<file path="src/rtl/oled_fb_streamer.sv">
// Streams the SSD1306 address-window commands, then the whole framebuffer, to the SPI master one byte per handshake.
// Optional periodic refresh tick: define OLED_FB_AUTOREFRESH_EN (period REFRESH_DIV cycles of clk_50M).
module oled_fb_streamer #(
  parameter int          NUM_COLS    = 128,
  parameter int          NUM_PAGES   = 8,
  parameter int          ADDR_W      = 10,
  parameter logic [23:0] REFRESH_DIV = 24'd833_333
) (
  input  logic              clk_50M,
  input  logic              rst_n,
  input  logic              init_done,
  input  logic              frame_start,
  output logic [ADDR_W-1:0] fb_rd_addr,
  output logic              fb_rd_en,
  input  logic [7:0]        fb_rd_data,
  output logic [7:0]        spi_tx_data,
  output logic              spi_wr,
  input  logic              spi_done,
  output logic              oled_dc,
  output logic              busy,
  output logic              frame_done
);

  localparam logic [ADDR_W-1:0] LAST_BYTE = ADDR_W'(NUM_COLS * NUM_PAGES - 1);

  typedef enum logic [2:0] {
    IDLE, CMD_LOAD, CMD_WAIT, RD_REQ, RD_LATCH, DATA_WAIT, DONE
  } state_t;

  state_t            state;
  logic [2:0]        cmd_idx;
  logic [ADDR_W-1:0] byte_cnt;
  logic [7:0]        cmd_byte;
  logic              start;

  // Column window 0..NUM_COLS-1, page window 0..NUM_PAGES-1.
  always_comb begin
    cmd_byte = 8'h00;
    case (cmd_idx)
      3'd0:    cmd_byte = 8'h21;
      3'd2:    cmd_byte = 8'(NUM_COLS - 1);
      3'd3:    cmd_byte = 8'h22;
      3'd5:    cmd_byte = 8'(NUM_PAGES - 1);
      default: cmd_byte = 8'h00;
    endcase
  end

`ifdef OLED_FB_AUTOREFRESH_EN
  localparam logic [23:0] REFRESH_RELOAD = REFRESH_DIV - 24'd1;
  logic [23:0] refresh_cnt;
  logic        refresh_tick;

  // A tick that lands while a frame is in flight is simply not accepted by IDLE.
  assign refresh_tick = init_done && (refresh_cnt == 24'd0);
  assign start        = frame_start | refresh_tick;

  always_ff @(posedge clk_50M or negedge rst_n) begin
    if (!rst_n) begin
      refresh_cnt <= REFRESH_RELOAD;
    end else if (init_done) begin
      if (refresh_cnt == 24'd0) refresh_cnt <= REFRESH_RELOAD;
      else                      refresh_cnt <= refresh_cnt - 24'd1;
    end
  end
`else
  logic unused_refresh_div;
  assign unused_refresh_div = ^REFRESH_DIV;
  assign start              = frame_start;
`endif

  // fb_rd_en is raised on entry to RD_REQ so the RAM word is ready by the RD_LATCH edge.
  always_ff @(posedge clk_50M or negedge rst_n) begin
    if (!rst_n) begin
      state       <= IDLE;
      fb_rd_addr  <= '0;
      fb_rd_en    <= 1'b0;
      spi_tx_data <= 8'h00;
      spi_wr      <= 1'b0;
      oled_dc     <= 1'b0;
      busy        <= 1'b0;
      frame_done  <= 1'b0;
      cmd_idx     <= 3'd0;
      byte_cnt    <= '0;
    end else begin
      spi_wr     <= 1'b0;
      fb_rd_en   <= 1'b0;
      frame_done <= 1'b0;
      case (state)
        IDLE: begin
          if (start && init_done) begin
            busy    <= 1'b1;
            cmd_idx <= 3'd0;
            oled_dc <= 1'b0;
            state   <= CMD_LOAD;
          end
        end
        CMD_LOAD: begin
          spi_tx_data <= cmd_byte;
          spi_wr      <= 1'b1;
          state       <= CMD_WAIT;
        end
        CMD_WAIT: begin
          if (spi_done) begin
            if (cmd_idx == 3'd5) begin
              oled_dc    <= 1'b1;
              byte_cnt   <= '0;
              fb_rd_addr <= '0;
              fb_rd_en   <= 1'b1;
              state      <= RD_REQ;
            end else begin
              cmd_idx <= cmd_idx + 3'd1;
              state   <= CMD_LOAD;
            end
          end
        end
        RD_REQ: begin
          state <= RD_LATCH;
        end
        RD_LATCH: begin
          spi_tx_data <= fb_rd_data;
          spi_wr      <= 1'b1;
          state       <= DATA_WAIT;
        end
        DATA_WAIT: begin
          if (spi_done) begin
            if (byte_cnt == LAST_BYTE) begin
              state <= DONE;
            end else begin
              byte_cnt   <= byte_cnt + 1'b1;
              fb_rd_addr <= fb_rd_addr + 1'b1;
              fb_rd_en   <= 1'b1;
              state      <= RD_REQ;
            end
          end
        end
        DONE: begin
          frame_done <= 1'b1;
          busy       <= 1'b0;
          state      <= IDLE;
        end
        default: state <= IDLE;
      endcase
    end
  end

endmodule

</file>
<file path="config.mk">
export PLATFORM = sky130hd
export DESIGN_NAME = oled_fb_streamer
export DESIGN_NICKNAME = d
export VERILOG_FILES = /design/src/rtl/oled_fb_streamer.sv
export SDC_FILE = /design/constraint.sdc
export NUM_CORES = 1
export LEC_CHECK = 0
export ABC_CLOCK_PERIOD_IN_PS = 1800
export BUFFER_PORTS_ARGS = -buffer_cell sky130_fd_sc_hd__buf_2
export CAP_MARGIN = 10
export CORE_MARGIN = 5
export CORE_UTILIZATION = 40
export DETAILED_ROUTE_END_ITERATION = 10
export GPL_TIMING_DRIVEN = 0
export SETUP_SLACK_MARGIN = 0.15
export SYNTH_ARGS = -nofsm -noshare
export SYNTH_HDL_FRONTEND = slang
export SYNTH_SLANG_ARGS = --single-unit
</file>
<file path="constraint.sdc">
create_clock -name clk_50M -period 1.8 [get_ports clk_50M]
set_clock_uncertainty 0.1 [all_clocks]
set_input_delay 0.27 -clock clk_50M [delete_from_list [all_inputs] [get_ports clk_50M]]
set_output_delay 0.27 -clock clk_50M [all_outputs]
set_load 0.005 [all_outputs]
</file>
Yosys cells after proc, flatten, opt, wreduce, memory -nomap -nowiden
Index checks and enable logic that the tools add are counted.
- add/sub/neg operators: 3
- multiply operators: 0
- div/mod/pow operators: 0
- magnitude comparators: 0
- equality and inequality tests: 16
- shifts and indexed selects: 0
- multiplexer cells: 33
- bitwise operators: 0
- reduce and logical (&&, ||, !) cells: 13
- operators by type and width (operator ; number):
    $mux W10 ; 6
    $pmux W10 S2 ; 2
    $pmux W7 S4 ; 1
    $mux W3 ; 7
    $add A10 B1 Y10 const B ; 2
    $pmux W3 S6 ; 1
    $pmux W8 S2 ; 1
    $eq A3 B2 Y1 const B ; 4
    $eq A3 B3 Y1 const B ; 4
    $ne A2 B2 Y1 const B ; 6
    $eq A10 B10 Y1 const B ; 1
    $mux W1 ; 10
    $reduce_and A4 Y1 ; 2
    $reduce_bool A2 Y1 ; 4
    $logic_not A3 Y1 ; 2
    $pmux W1 S2 ; 3
    $pmux W3 S2 ; 1
    $reduce_and A5 Y1 ; 1
    $add A3 B1 Y3 const B ; 1
    $eq A3 B1 Y1 const B ; 1
    $reduce_and A3 Y1 ; 1
    $mux W2 ; 1
    $reduce_and A2 Y1 ; 1
    $reduce_or A2 Y1 ; 1
    $logic_and A1 B1 Y1 ; 1
- register bits: 39
- bits in latches: 0
- bits in writable memories: 0
- memory bits (read-only): 0
- input port bits: 13
- output and inout bits: 23
- word-level logic and storage cells: 75
- memories: 0

Logic depth before layout (Yosys ltp)
Gate-level depths: netlist of the first run.
- depth in word-level cells: 4
- mapped depth: 7
- depth with buffers taken out: 7

Worst setup path after synthesis of the first run
No wires, ideal clock.
- path type: register to register
- start point: register state[0]
- end point: register byte_cnt[7]
- library setup time: 0.126 ns
- data arrival time: 1.767 ns
- required time: 1.574 ns
- slack: -0.193 ns
- stages on the path, launching flop included: 7
- buffers on the path: 2
- period minus slack after synthesis: 1.993 ns
- cell sequence: dfrtp_1 -> buf_6 -> or3b_4 -> o31ai_4 -> o21ai_2 -> buf_6 -> a221o_1
- longest elaborated chain between the ends: 3
- elaborated cells on any way between the ends: 9
- classes of those cells: eq/ne (6); mux (1); reduce/logical (2)
- ends and longest elaborated chain (item ; RTL line ; source):
    start, declared ; 30 ; state_t state;
    start signal, assigned ; 74 ; state <= IDLE;
    start signal, assigned ; 94 ; state <= CMD_LOAD;
    start signal, assigned ; 100 ; state <= CMD_WAIT;
    $eq A3 B3 Y1 / $eq A3 B2 Y1 (equally long branches) ; 88 ; case (state)
    $ne A2 B2 Y1 (no line) / $reduce_bool A2 Y1 (equally long branches) ; -- ;
    $reduce_and A5 Y1 (no line) ; -- ;
    end signal, assigned ; 129 ; byte_cnt <= byte_cnt + 1'b1;
    end, declared ; 32 ; logic [ADDR_W-1:0] byte_cnt;
Parallel ways exist; a longest one is shown, timed or not.
A chain may end at the register's enable or synchronous reset.

Final worst setup path of the first run
- start point: register state[2]
- end point: register byte_cnt[8]
Same word-level chain as after synthesis.

==> qor_table.md, run 1 <==
| Quantity | Reported | Unit |
|---|---|---|
| Post-synth top area cell | sky130_fd_sc_hd__dfrtp_1 | - |
| #FFs+latches synth | 39 | - |
| Final TNS setup | -1.34 | ns |
| Initial antenna violation count | 0 | - |
| Timing-limited maximum frequency | 0.513 | GHz |
| Class of the worst hold path | input port to async pin | - |
| Proportion of total power due to net switching | 0.369 | - |
| DRT antenna net count | 0 | - |
| FF-to-FF Start | state[2] | - |
| Sequential cell fraction of total power | 0.352 | - |
| Maximum fanout along the worst path | 8 | - |
| Area of the mapped netlist | 2100 | um^2 |
| Pin count of the biggest net entering global routing | 40 | - |
| Starting utilization of the core area | 0.412 | - |
| 1st-pass router iterations | 4 | - |
| Worst Hold Slack | -0.00402 | ns |
| Slew Limit Fails | 0 | - |
| Maximum root-to-sink buffer count | 2 | - |
| Switching Power | 0.00144 | W |
| Total number of clock tree sinks | 39 | - |
| Slew at the pin with the worst max-slew slack | 0.885 | ns |
| Final #Nets | 300 | - |
| Total via count after detailed routing | 1907 | - |
| Logic pwr share | 0.451 | - |
| Fill cell instance count of the final layout | 468 | - |
| Highest-count cells in the layout ignoring fill and taps | 37 x sky130_fd_sc_hd__buf_2, 37 x sky130_fd_sc_hd__dfrtp_1, 17 x sky130_fd_sc_hd__nor2_1, 17 x sky130_fd_sc_hd__buf_4 | - |
| Total global-route track usage | 0.165 | - |
| Violated checks | hold timing, setup timing | - |
| Number of ports placed on the die boundary | 36 | - |
| Final weighted congestion of routability-driven global placement | 0.795 | - |
| Synth top area share | 0.464 | - |
| Fraction of the yosys area taken by sequential cells | 0.464 | - |
| Post-synthesis to final-layout area growth | 34.7 | % |
| Chip Width | 82.5 | um |
| Final WL | 5320 | um |
| WP data arrival | 2.04 | ns |
| CTS tree | yes | - |
| Syn_area_per_cell | 9.70 | um^2 |
| Unrepaired setup endpoints after global routing | yes | - |
| Worst Slack Setup Final | -0.150 | ns |
| Nets in the synthesized netlist | 237 | - |
| Grt total ovfl | 0 | - |
| Die Outline Area | 6810 | um^2 |
| Ant. Diodes | 0 | - |
| Root buffer selected by CTS | sky130_fd_sc_hd__clkbuf_8 | - |
| Leak pwr | 1.33 | nW |
| CP Capture Type | flop | - |
| Number of H-tree levels | 2 | - |
| Routed wire length per instance | 15.2 | um |
| Remaining max-slew budget at the tightest pin | 0.410 | - |
| Cell internal power dissipation | 0.00246 | W |
| Final setup violation count | 17 | - |
| Critical path required time | 1.89 | ns |
| Clock share of power | 0.197 | - |
| Maximum Capacitance Violations | 0 | - |
| Global-route wire length before repair | 8610 | um |
| Nature of the critical path startpoint | flop | - |
| Via density | 5.43 | - |
| Number of failing hold endpoints at the final stage | 4 | - |
| Die outline height | 82.5 | um |
| Number of placement rows | 26 | - |
| Clock buffer count from CTS | 5 | - |
| Placeable core area | 5110 | um^2 |
| Fraction of final layout cells sized beyond drive strength 1 | 0.374 | - |
| Clock slew seen by the registers of the worst setup and hold paths | 0.08 | ns |
| Synthesis Warnings | 0 | - |
| Minimum clock period | 1.95 | ns |
| Drt drc | 0 | - |
| Iteration-0 DRC Markers | 73 | - |
| Category of the most critical setup path | flop to flop | - |
| Final period utilization | 1.08 | - |
| Clock latency at the later pin of the worst-skew pair | 0.30 | ns |
| Number of cell instances on the worst register-to-register path | 5 | - |
| Hold buffer count at CTS | 0 | - |
| Pwr Density | 1380 | nW/um^2 |
| Number of cells produced by synthesis | 217 | - |
| Startpoint of the most critical setup path | state[2] | - |
| Number of distinct library cells after synthesis | 43 | - |
| Synth top area cells | sky130_fd_sc_hd__dfrtp_1 46%, sky130_fd_sc_hd__ha_1 4.2%, sky130_fd_sc_hd__a21oi_1 3.6%, sky130_fd_sc_hd__nor2_1 3.2%, sky130_fd_sc_hd__a221o_1 2.9% | - |
| IO buf count | 35 | - |
| Via count of the first global-routing pass | 1733 | - |
| Result of the run | finished, violations left | - |
| Maximum vdd drop | 0.648 | mV |
| Estimated wirelength of the detail-placed design | 3410 | um |
-- what timing repair did --
| item | CTS | global route |
|---|---|---|
| resized for setup | 24 | 31 |
| endpoints found under the setup margin | 29 | 32 |
| pin swaps | 4 | 9 |
| gates cloned | 1 | 1 |
| setup buffers | 8 | 11 |
-- worst max-delay path: stages, from the launching register on --
cell and delay (ns):
sky130_fd_sc_hd__dfrtp_2 0.47, sky130_fd_sc_hd__or3b_4 0.43, sky130_fd_sc_hd__o31ai_4 0.26, sky130_fd_sc_hd__o21ai_4 0.11, sky130_fd_sc_hd__buf_6 0.14, sky130_fd_sc_hd__a221o_1 0.33
-- synthesized netlist by cell type --
cell                        count
sky130_fd_sc_hd__clkbuf_1       8
sky130_fd_sc_hd__a41oi_1        3
sky130_fd_sc_hd__nor4_1         1
sky130_fd_sc_hd__nand2b_1       3
sky130_fd_sc_hd__o31ai_4        1
sky130_fd_sc_hd__o21a_1         2
sky130_fd_sc_hd__a211o_1        1
sky130_fd_sc_hd__o211a_1        2
sky130_fd_sc_hd__or2_2          1
sky130_fd_sc_hd__inv_1         10
sky130_fd_sc_hd__mux2_2         4
sky130_fd_sc_hd__ha_1           7
sky130_fd_sc_hd__o2bb2ai_1      2
sky130_fd_sc_hd__o22ai_1        6
sky130_fd_sc_hd__mux2i_1        2
sky130_fd_sc_hd__and3_1         9
sky130_fd_sc_hd__nand4_1        5
sky130_fd_sc_hd__or3_1          1
sky130_fd_sc_hd__a21oi_1       15
sky130_fd_sc_hd__a211oi_1       1
sky130_fd_sc_hd__o22a_1         4
sky130_fd_sc_hd__o221a_2        1
sky130_fd_sc_hd__or3b_4         1
sky130_fd_sc_hd__and4_1         3
sky130_fd_sc_hd__a21o_1         1
sky130_fd_sc_hd__a31o_2         2
sky130_fd_sc_hd__a31oi_1        8
sky130_fd_sc_hd__o211ai_1       1
sky130_fd_sc_hd__o21ai_2        1
sky130_fd_sc_hd__dfrtp_1       39
sky130_fd_sc_hd__nor3_1         2
sky130_fd_sc_hd__nor3b_1        2
sky130_fd_sc_hd__clkinv_1       1
sky130_fd_sc_hd__nand4b_1       1
sky130_fd_sc_hd__o21ai_0       10
sky130_fd_sc_hd__nor2b_1        3
sky130_fd_sc_hd__a221o_1        6
sky130_fd_sc_hd__buf_6          2
sky130_fd_sc_hd__and3b_1        1
sky130_fd_sc_hd__nor2_1        18
sky130_fd_sc_hd__nand2_1       14
sky130_fd_sc_hd__nand3_1       11
sky130_fd_sc_hd__or2_1          1
-- final cells by class --
type / instances / area, um^2 / area share
Sequential cell: 39 / 978 / 0.345
Multi-Input combinational cell: 157 / 1190 / 0.418
Timing Repair Buffer: 56 / 342 / 0.120
Clock inverter: 2 / 35.0 / 0.0124
Buffer: 10 / 77.6 / 0.0274
Clock buffer: 6 / 82.6 / 0.0291
Inverter: 11 / 46.3 / 0.0163
Tap cell: 70 / 87.6 / 0.0309
-- cells by family after synthesis --
logic type | share of synthesized area
buffers and inverters | 0.0446
multiplexers | 0.0309
adder cells (fa/ha/maj) | 0.0416
AND/OR/NAND/NOR | 0.193
flip-flops | 0.464
AO/OA/AOI/OAI | 0.227
-- path summary, 6_finish.rpt --
path,end,slack (ns)
worst min-delay path,fb_rd_addr[1],-0.004
worst min register to register,fb_rd_addr[8],0.39
min in group clk_50M,spi_tx_data[7],0.10
worst max register to register,byte_cnt[8],-0.15
max in group asynchronous,state[2],0.99
worst max-delay path,byte_cnt[8],-0.15
-- metrics by stage --
step                cells  power [W]  worst slack (ns)  instance area [um^2]   util
floorplan             217    0.00230           -0.0968                  2120      -
global placement      322    0.00271            -0.369                  2380  0.466
detailed placement    322    0.00273            -0.354                  2380  0.466
CTS                   339    0.00368            -0.185                  2650  0.519
global route          351    0.00421            -0.210                  2840  0.555
finish                351    0.00390            -0.150                  2840  0.555
-- power groups by stage --
stage / clock network, W / logic, W / registers (W)
floorplan: 0 / 0.000962 / 0.00134
global placement: 0 / 0.00135 / 0.00135
detailed placement: 0 / 0.00136 / 0.00136
CTS: 0.000790 / 0.00153 / 0.00136
global route: 0.000823 / 0.00196 / 0.00142
finish: 0.000770 / 0.00176 / 0.00137
-- state kept, by name (all words and copies together) (netlist names) --
name         flops
frame_done       1
byte_cnt        10
spi_wr           1
busy             1
spi_tx_data      8
cmd_idx          3
oled_dc          1
state            3
fb_rd_en         1
fb_rd_addr      10
-- per-layer routing --
| layer | GRT usage | share of wire |
|---|---|---|
| met4 | 0.0490 | 0.013 |
| met3 | 0.0325 | 0.044 |
| met2 | 0.257 | 0.47 |
| met5 | 0 | 0 |
| met1 | 0.230 | 0.47 |
(Power assumes the default switching activity.)
==> run 2, diff against run 1 <==
--- a/config.mk
+++ b/config.mk
@@ -6,11 +6,11 @@
 export NUM_CORES = 1
 export LEC_CHECK = 0
 export ABC_CLOCK_PERIOD_IN_PS = 1800
-export BUFFER_PORTS_ARGS = -buffer_cell sky130_fd_sc_hd__buf_2
 export CAP_MARGIN = 10
 export CORE_MARGIN = 5
 export CORE_UTILIZATION = 40
 export DETAILED_ROUTE_END_ITERATION = 10
+export DONT_BUFFER_PORTS = 1
 export GPL_TIMING_DRIVEN = 0
 export SETUP_SLACK_MARGIN = 0.15
 export SYNTH_ARGS = -nofsm -noshare
==> qor_table.md, run 2 (synthesized netlist as in run 1, its figures left out) <==
| Quantity | Reported | Unit | vs previous |
|---|---|---|---|
| Number of H-tree levels | 2 | - | unchanged |
| Die Outline Area | 6810 | um^2 | unchanged |
| Startpoint of the most critical setup path | state[0] | - | was state[2] |
| Capture instance of the worst register-to-register path | byte_cnt[9] | - | was byte_cnt[8] |
| Remaining max-slew budget at the tightest pin | 0.657 | - | was 0.410 |
| Maximum root-to-sink buffer count | 2 | - | unchanged |
| Unrepaired setup endpoints after global routing | yes | - | unchanged |
| DRT antenna net count | 0 | - | unchanged |
| Global-route wire length before repair | 8850 | um | was 8610 um |
| Sequential cell fraction of total power | 0.356 | - | was 0.352 |
| Registers with the most flip-flops | byte_cnt: 10 flops, fb_rd_addr: 10 flops, spi_tx_data: 8 flops | - | unchanged |
| Total global-route track usage | 0.170 | - | was 0.165 |
| Routed wire length per instance | 17.4 | um | was 15.2 um |
| Final WL | 5590 | um | was 5320 um |
| Grt total ovfl | 0 | - | unchanged |
| Number of failing hold endpoints at the final stage | 0 | - | was 4 |
| Clock latency at the later pin of the worst-skew pair | 0.29 | ns | was 0.30 ns |
| Leading cell type in the layout, fill and taps excluded | sky130_fd_sc_hd__dfrtp_1 | - |  |
| Category of the most critical setup path | flop to flop | - | unchanged |
| Critical path required time | 1.87 | ns | was 1.89 ns |
| Post-synthesis to final-layout area growth | 34.2 | % | was 34.7% |
| Slew Limit Fails | 0 | - | unchanged |
| Root buffer selected by CTS | sky130_fd_sc_hd__clkbuf_8 | - | unchanged |
| WP data arrival | 2.00 | ns | was 2.04 ns |
| Fraction of final layout cells sized beyond drive strength 1 | 0.333 | - | was 0.374 |
| Final setup violation count | 18 | - | was 17 |
| Final period utilization | 1.07 | - | was 1.08 |
| Power after layout | 0.00396 | W | was 0.00390 W |
| Nature of the critical path startpoint | flop | - | unchanged |
| Via density | 5.71 | - | was 5.43 |
| Maximum vdd drop | 0.708 | mV | was 0.648 mV |
| Class of the worst hold path | input port to flop | - | was input port to async pin |
| Proportion of total power due to net switching | 0.378 | - | was 0.369 |
| Logic pwr share | 0.451 | - | about the same |
| Number of cell instances on the worst register-to-register path | 6 | - | was 5 |
| Initial antenna violation count | 0 | - | unchanged |
| Iteration-0 DRC Markers | 103 | - | was 73 |
| IO buf count | 0 | - | was 35 |
| Placeable core area | 5110 | um^2 | unchanged |
| Final #Nets | 271 | - | was 300 |
| Minimum clock period | 1.93 | ns | was 1.95 ns |
| Number of placement rows | 26 | - | unchanged |
| Ant. Diodes | 0 | - | unchanged |
| Worst Slack Setup Final | -0.130 | ns | was -0.150 ns |
| Maximum fanout along the worst path | 5 | - | was 8 |
| Total via count after detailed routing | 1838 | - | was 1907 |
| Violated checks | setup timing | - | was hold timing, setup timing |
| CP Capture Type | flop | - | unchanged |
| Timing-limited maximum frequency | 0.518 | GHz | was 0.513 GHz |
| Total number of clock tree sinks | 39 | - | unchanged |
| Result of the run | finished, violations left | - | unchanged |
| Highest-count cells in the layout ignoring fill and taps | 37 x sky130_fd_sc_hd__dfrtp_1, 17 x sky130_fd_sc_hd__nor2_1, 17 x sky130_fd_sc_hd__buf_4, 13 x sky130_fd_sc_hd__nand2_1, 12 x sky130_fd_sc_hd__a21oi_1 | - | was 37 x sky130_fd_sc_hd__buf_2, 37 x sky130_fd_sc_hd__dfrtp_1, 17 x sky130_fd_sc_hd__nor2_1, 17 x sky130_fd_sc_hd__buf_4 |
| Clock buffer count from CTS | 5 | - | unchanged |
| Number of ports placed on the die boundary | 36 | - | unchanged |
| Drt drc | 0 | - | unchanged |
| Final weighted congestion of routability-driven global placement | 0.770 | - | was 0.795 |
| Non-filler instance count after layout | 322 | - | was 351 |
| Leak pwr | 1.23 | nW | was 1.33 nW |
| Chip Width | 82.5 | um | unchanged |
| Pwr Density | 1400 | nW/um^2 | was 1380 nW/um^2 |
| Reg2reg setup slack | -0.13 | ns | was -0.15 ns |
| Maximum Capacitance Violations | 0 | - | unchanged |
| Starting utilization of the core area | 0.412 | - | unchanged |
| Cell internal power dissipation | 0.00246 | W | about the same |
| Clock share of power | 0.193 | - | was 0.197 |
| Clock slew seen by the registers of the worst setup and hold paths | 0.08 | ns | about the same |
| Setup Slack @ Placement | -0.363 | ns | was -0.354 ns |
| Switching Power | 0.00149 | W | was 0.00144 W |
| CTS tree | yes | - | unchanged |
| Endpoint of the most critical setup path | byte_cnt[9] | - | was byte_cnt[8] |
| 1st-pass router iterations | 4 | - | unchanged |
| Via count of the first global-routing pass | 1803 | - | was 1733 |
| Count of placed standard cells including taps | 287 | - | was 322 |
| Slew at the pin with the worst max-slew slack | 0.515 | ns | was 0.885 ns |
| Die outline height | 82.5 | um | unchanged |
| Pin count of the biggest net entering global routing | 40 | - | unchanged |
| FF-to-FF Start | state[0] | - | was state[2] |
| Estimated wirelength of the detail-placed design | 3390 | um | was 3410 um |
## run 2: layer usage
metal	up-vias	track usage	share of wire
met5	-	0	0
met4	0	0.0539	0.015
met3	8	0.0390	0.047
met2	45	0.280	0.49
met1	896	0.220	0.45
li1	889	-	-
## run 2: area by class of cell
class,count,area [um^2]
Buffer,10,68.8
Timing Repair Buffer,26,236
Inverter,11,53.8
Sequential cell,39,978
Timing Repair inverter,1,11.3
Tap cell,70,87.6
Clock buffer,6,82.6
Clock inverter,2,35.0
Multi-Input combinational cell,157,1270
Fill cell,444,2280
## run 2: worst max-delay path: stages, from the launching register on
cell                      delay [ns]
sky130_fd_sc_hd__dfrtp_1        0.38
sky130_fd_sc_hd__buf_6          0.11
sky130_fd_sc_hd__or3b_4         0.39
sky130_fd_sc_hd__o31ai_4        0.25
sky130_fd_sc_hd__o21ai_4        0.11
sky130_fd_sc_hd__buf_6          0.15
sky130_fd_sc_hd__a221o_1        0.32
## run 2: timing repair
item / 4_1_cts / 5_1_grt
setup buffers: 15 / 7
endpoints found under the setup margin: 29 / 32
hold buffers: 3 / 0
cloned: 2 / 0
resized for setup: 35 / 38
pin swaps: 5 / 9
hold endpoints to repair: 40 / 0
## run 2: metrics by stage
stage	hold WS, ns	setup TNS (ns)	util	cell area [um^2]
floorplan	-0.126	-0.653	-	2120
global placement	-0.124	-5.51	0.432	2210
detailed placement	-0.124	-5.26	0.432	2210
CTS	0.0212	-2.34	0.510	2610
global route	0.0155	-2.71	0.553	2830
finish	0.0203	-1.39	0.553	2830
## run 2: worst min path at each step
| stage | slack, ns | start | endpoint | cells after the start |
|---|---|---|---|---|
| floorplan | -0.13 | rst_n | busy | 0 |
| global placement | -0.12 | rst_n | byte_cnt[9] | 0 |
| detailed placement | -0.12 | rst_n | byte_cnt[8] | 0 |
| CTS | 0.02 | fb_rd_data[5] | spi_tx_data[5] | 2 |
| global route | 0.02 | fb_rd_data[5] | spi_tx_data[5] | 2 |
| finish | 0.02 | fb_rd_data[5] | spi_tx_data[5] | 2 |
## run 2: power by group through the flow
stage / sequential, W / combinational, W / clock, W
after floorplan: 0.00134 / 0.000962 / 0
after global placement: 0.00140 / 0.00116 / 0
after detailed placement: 0.00141 / 0.00118 / 0
after CTS: 0.00139 / 0.00148 / 0.000780
after global routing: 0.00145 / 0.00197 / 0.000811
final: 0.00141 / 0.00178 / 0.000766
